==> src/rtl/serial_add_pkg.sv <==
// Shared definitions for the bit-serial adder: controller states and default width.
package serial_add_pkg;
    localparam int SERIAL_ADD_WIDTH_DEFAULT = 8;

    typedef enum logic [1:0] {
        IDLE = 2'd0,
        RUN  = 2'd1,
        DONE = 2'd2
    } state_e;
endpackage

==> src/rtl/full_adder.sv <==
// Full-adder bit slice composed from two half adders.
module full_adder (
    input  logic a,
    input  logic b,
    input  logic cin,
    output logic sum,
    output logic cout
);
    logic s0;
    logic c0;
    logic c1;

    half_adder u_ha0 (.a(a),  .b(b),   .sum(s0),  .cout(c0));
    half_adder u_ha1 (.a(s0), .b(cin), .sum(sum), .cout(c1));

    assign cout = c0 | c1;
endmodule

==> src/rtl/half_adder.sv <==
// Single-bit half adder primitive.
module half_adder (
    input  logic a,
    input  logic b,
    output logic sum,
    output logic cout
);
    assign sum  = a ^ b;
    assign cout = a & b;
endmodule

==> src/rtl/serial_add_ctrl.sv <==
// Bit-serial unsigned adder: one shared full-adder slice walks the operands LSB-first
// over WIDTH cycles; the result is published on entry to DONE.
module serial_add_ctrl
    import serial_add_pkg::*;
#(
    parameter int WIDTH = SERIAL_ADD_WIDTH_DEFAULT
) (
    input  logic             clk,
    input  logic             rst,
    input  logic             start,
    input  logic [WIDTH-1:0] a,
    input  logic [WIDTH-1:0] b,
    output logic             ready,
    output logic             busy,
    output logic             done,
    output logic [WIDTH-1:0] sum,
    output logic             cout
);
    localparam int              CNT_W    = $clog2(WIDTH);
    localparam logic [CNT_W-1:0] CNT_LAST = CNT_W'(WIDTH - 1);

    state_e             state_q;
    logic [WIDTH-1:0]   a_q;
    logic [WIDTH-1:0]   b_q;
    // Holds the WIDTH-1 bits already produced; the final bit joins them on the last RUN edge.
    logic [WIDTH-2:0]   res_q;
    logic               carry_q;
    logic [CNT_W-1:0]   cnt_q;
    logic [WIDTH-1:0]   sum_q;
    logic               cout_q;

    logic               fa_sum;
    logic               fa_cout;
    logic [WIDTH-1:0]   res_d;

    full_adder u_slice (
        .a    (a_q[0]),
        .b    (b_q[0]),
        .cin  (carry_q),
        .sum  (fa_sum),
        .cout (fa_cout)
    );

    assign res_d = {fa_sum, res_q};

    always_ff @(posedge clk) begin
        if (rst) begin
            state_q <= IDLE;
            a_q     <= '0;
            b_q     <= '0;
            res_q   <= '0;
            carry_q <= 1'b0;
            cnt_q   <= '0;
            sum_q   <= '0;
            cout_q  <= 1'b0;
        end else begin
            case (state_q)
                IDLE, DONE: begin
                    if (start) begin
                        state_q <= RUN;
                        a_q     <= a;
                        b_q     <= b;
                        res_q   <= '0;
                        carry_q <= 1'b0;
                        cnt_q   <= '0;
                    end else begin
                        state_q <= IDLE;
                    end
                end
                RUN: begin
                    res_q   <= res_d[WIDTH-1:1];
                    carry_q <= fa_cout;
                    a_q     <= a_q >> 1;
                    b_q     <= b_q >> 1;
                    cnt_q   <= cnt_q + 1'b1;
                    if (cnt_q == CNT_LAST) begin
                        state_q <= DONE;
                        sum_q   <= res_d;
                        cout_q  <= fa_cout;
                    end
                end
                default: state_q <= IDLE;
            endcase
        end
    end

    assign busy  = (state_q == RUN);
    assign ready = !busy;
    assign done  = (state_q == DONE);
    assign sum   = sum_q;
    assign cout  = cout_q;
endmodule

==> config.mk <==
export PLATFORM = sky130hd
export DESIGN_NAME = serial_add_ctrl
export DESIGN_NICKNAME = d
export VERILOG_FILES = /design/src/rtl/serial_add_pkg.sv /design/src/rtl/full_adder.sv /design/src/rtl/half_adder.sv /design/src/rtl/serial_add_ctrl.sv
export SDC_FILE = /design/constraint.sdc
export NUM_CORES = 1
export LEC_CHECK = 0
export CAP_MARGIN = 20
export CELL_PAD_IN_SITES_DETAIL_PLACEMENT = 1
export CELL_PAD_IN_SITES_GLOBAL_PLACEMENT = 2
export CORE_MARGIN = 5
export CORE_UTILIZATION = 27
export CTS_CLUSTER_SIZE = 40
export DETAILED_ROUTE_END_ITERATION = 12
export PLACE_DENSITY = 0.72
export SETUP_SLACK_MARGIN = 0.02
export SKIP_CTS_REPAIR_TIMING = 1
export SYNTH_ARGS = -nofsm -noshare
export SYNTH_HDL_FRONTEND = slang
export SYNTH_SLANG_ARGS = --single-unit
==> constraint.sdc <==
create_clock -name clk -period 1.2 [get_ports clk]
set_input_delay 0.18 -clock clk [delete_from_list [all_inputs] [get_ports clk]]
set_output_delay 0.18 -clock clk [all_outputs]
set_load 0.1 [all_outputs]
# After elaboration in Yosys (flattened, before gate mapping)
# Cells that the tools add are included.
word_totals:
  output_inout_bits: 12
  in_bits: 19
  regBits: 38
  elab_cells: 38
classes:
  n_mux: 13
  eq_ne: 5
  n_reduce_logical: 6
  add_sub_neg: 1
  n_bitwise: 5
ops:
  columns: ["cell", "n"]
  rows:
  - ["$pmux 8 s2", 2]
  - ["$mux 8", 2]
  - ["$pmux 7 s2", 1]
  - ["$mux 7", 1]
  - ["$pmux 3 s2", 1]
  - ["$pmux 2 s2", 1]
  - ["$reduce_and 2->1", 2]
  - ["$add 3x1->3 const B", 1]
  - ["$eq 3x3->1 const B", 1]
  - ["$mux 3", 1]
  - ["$and 1x1->1", 2]
  - ["$eq 2x1->1 const B", 1]
  - ["$eq 2x2->1 const B", 1]
  - ["$logic_not 2->1", 1]
  - ["$mux 1", 2]
  - ["$mux 2", 1]
  - ["$ne 2x1->1 const B", 1]
  - ["$ne 2x2->1 const B", 1]
  - ["$pmux 1 s2", 1]
  - ["$reduce_bool 2->1", 1]
  - ["$reduce_or 2->1", 1]
  - ["$xor 1x1->1", 2]
  - ["$logic_not 1->1", 1]
  - ["$or 1x1->1", 1]

# Logic depth before layout (Yosys ltp)
depth:
  depth_word: 4
  ltp_mapped: 6

# Modules after synthesis
# From an unflattened synthesis, not the netlist that was laid out.
unflattened:
  hier_cells: 191
  area_unflattened_um2: 1595.3
modules_own_cells:
  columns: ["mod", "n_inst", "area_each_um2", "cells_each"]
  rows:
  - ["serial_add_ctrl", 1, 1564.0, 188]
  - ["half_adder", 2, 12.5, 1]
  - ["full_adder", 1, 6.3, 1]

# Worst setup path after synthesis
# Ideal clock, no wire load.
synth_timing:
  kind: "register to output"
  from: "register state_q[0]"
  to: "output port done"
  arrival_time_ns: 1.664
  path_slack_ns: -0.644
  stages_incl_launch_ff: 2
  path_cell_list: "dfxtp_1 nor2b_1"
synth_via:
  elab_chain_cells: 1
synth_lines:
  columns: ["element", "line_no", "text"]
  rows:
  - ["start: declaration", "serial_add_ctrl.sv:22", "state_e state_q;"]
  - ["start signal: assignment", "serial_add_ctrl.sv:48", "state_q <= IDLE;"]
  - ["start signal: assignment", "serial_add_ctrl.sv:60", "state_q <= RUN;"]
  - ["start signal: assignment", "serial_add_ctrl.sv:67", "state_q <= IDLE;"]
  - ["$eq 2x2->1", "serial_add_ctrl.sv:89", "assign done = (state_q == DONE);"]
  - ["end: declaration", "serial_add_ctrl.sv:15", "output logic done,"]
# No other way between the ends.

# Worst setup path in the final report
layout_timing:
  from: "register state_q[1]"
  to: "output port ready"
layout_via:
  elab_chain_cells: 2
layout_lines:
  columns: ["element", "line_no", "text"]
  rows:
  - ["$eq 2x1->1", "serial_add_ctrl.sv:87", "assign busy = (state_q == RUN);"]
  - ["$logic_not 1->1", "serial_add_ctrl.sv:88", "assign ready = !busy;"]
  - ["end: declaration", "serial_add_ctrl.sv:13", "output logic ready,"]
# No other way between the ends.

==> metrics <==
CTS tree built; Final HPWL DP 2.654 mm; yosys warns 0; DRT iter0 DRCs 48; wire length per cell 13.88 um; Vias 1458; count of pins over their slew limit 0; Reg-to-Reg Start state_q[1]; maximum VDD drop 0.0005020 V; FP Rows 28; share of cells above drive strength 1 30.43%; Post-synth top cells nand2_1 (49), dfxtp_1 (38), a21oi_1 (22), nand3_1 (22), nor2_1 (16); worst skew pair latency 290 ps; Seq cells post-synth 38; H-tree depth 2; Final Cell Area 0.002444 mm^2; vias in the first global route 1443; max-cap violation count 0; Area contributors post-synth dfxtp_1 (48%), nand2_1 (12%), a21oi_1 (6.9%); Hold Path Class in2reg; count leader, synth nand2_1; total global-route track usage 10.81%; Synth Cell Area 0.001585 mm^2; crit path DAT 1120 ps; failing checks negative setup slack; status finished with violations; switch share 27.62%; sequential fraction of the synthesis area 47.99%; Yosys top cell area share 47.99%; Seq pwr share 48.5%; fmax 768.8 MHz; GR Overflow Total 0; async set or reset register ratio after synthesis 0%; syn_area_per_cell 8.388 um^2; RSZ-0062 raised after global routing yes; Worst-Margin Slew 244.6 ps; die height 86.63 um; TritonCTS buffer count 5; CTS Buffer Depth 2; Setup Viol. Count Final 6; FF-to-FF path depth 4; endpoint type of the worst setup path output pin; cell-internal power 2.031 mW; Layout Utilization 42.02%; Post-synth EDFFs 0; Cells after Synth 189; Starting Density 27.26%; DR top layer met4; crit path to ready; Tcrit/Tclk final 108.4%; r2r setup slk -30 ps; post-route antenna net violation count 0; # IOs 31; DRC errors left 0; first-pass GRT wire length 6.513 mm; net switching power 774.8 uW; nets 251; Crit path required time 1020 ps; WS Path Type reg2out; Reg2Reg Capture Point b_q[3]; Vias/cell 4.780; placed cell area 0.002173 mm^2; Combinational Power Share 18.0%; DR pass1 iterations 4; Diodes inserted 0; routability cong. 0.6939; Fin. Hold Viols 0; DR WL met2 2.136 mm; Worst Setup SP state_q[1]; Clock Power Share 33.5%; post-place setup slack -341.8 ps; Worst-path clk slew 70 ps; CP Max Fanout 7; metal1 wirelength 1.905 mm; Root Buffer clkbuf_8; # fillers 698; Period minus WS final 1301 ps; clock sink count 38; routed wire length 4.234 mm; power after layout 2.805 mW; clock skew 9.086 ps; library cells used by synthesis 19; Die Wd 86.63 um; die area 0.007504 mm^2; routed wl met3 136 um; synthesized net count 211; PwrDens 1148 mW/mm^2; largest net degree at the start of global routing 30; Core ar. 0.005816 mm^2; initial antenna violation count 0; PortBufs 30; Most used DFF post-synth dfxtp_1; post-synth top area cell dfxtp_1; Slew headroom 83.69%; post-route setup slack -100.8 ps; area delta synth->final 54.14%; Leak 0.8809 nW; startpoint types flop
==> registers in the layout, indices dropped and copies added, names as in the netlist <==
register  flops
a_q           8
b_q           8
sum           8
res_q         7
cnt_q         3
state_q       2
carry_q       1
cout          1
==> placed cells by master, fill, tap and decap left out, drive strengths merged <==
master / n
o21a: 1
clkdlybuf4s50: 18
inv: 1
nand3b: 1
a21oi: 22
dfxtp: 38
clkinvlp: 1
nand2: 49
clkinv: 1
clkbuf: 8
buf: 30
nand3: 22
ha: 2
nand2b: 3
fa: 1
nor2b: 2
nor2: 16
a311oi: 14
==> metrics by stage <==
step                      cells  hold slack (ps)  TNS (ps)
after detailed placement    290            465.2     -4596
after global placement      290            456.9     -3418
after floorplan             189            316.0    -86.00
final                       305            452.3    -236.5
after CTS                   298            446.4     -1244
after global routing        305            458.7     -1845
==> power by group through the flow <==
stage / clock, mW / combinational, mW / sequential (mW)
2_1_floorplan: 0 / 0.282 / 1.38
3_3_place_gp: 0 / 0.437 / 1.38
3_5_place_dp: 0 / 0.440 / 1.39
4_1_cts: 0.977 / 0.442 / 1.36
5_1_grt: 1.00 / 0.554 / 1.37
6_report: 0.939 / 0.506 / 1.36
==> routing by layer <==
layer | up-vias | global-route usage, %
li1 | 724 | -
met1 | 701 | 12.59
met2 | 27 | 18.98
met3 | 6 | 2.567
met4 | 0 | 4.249
met5 | - | 0
==> logic make-up (layout without fill, tap and decap cells) <==
family	Yosys count	count (layout)	share of synthesized area (%)
AND/OR/NAND/NOR	93	93	24.78
flip-flops	38	38	47.99
AO/OA/AOI/OAI	37	37	17.52
buffers and inverters	18	59	6.866
adder cells (fa/ha/maj)	3	3	2.841
==> layout make-up <==
| type | count | area (um^2) | share of cell area (%) |
|---|---|---|---|
| clock buffer | 6 | 82.58 | 3.379 |
| clock inverter | 2 | 12.51 | 0.5120 |
| inverter | 1 | 11.26 | 0.4608 |
| multi-input combinational | 133 | 778.2 | 31.85 |
| sequential | 38 | 779.5 | 31.90 |
| tap | 75 | 93.84 | 3.840 |
| timing repair buffer | 50 | 685.7 | 28.06 |
==> worst min path at each step <==
stage	startpoint	depth (start not counted)	to
after CTS	b[7]	3	b_q[7]
after detailed placement	res_q[0]	2	sum[0]
after floorplan	a[7]	2	a_q[7]
final	a[7]	3	a_q[7]
after global placement	a_q[7]	2	a_q[7]
after global routing	a[7]	3	a_q[7]
==> critical path, stage by stage, from the launching register on <==
cell and delay [ps]:
dfxtp_2 340, nand2b_4 190, buf_12 140, buf_12 170
Note: power is estimated with default switching activity, not from simulation.
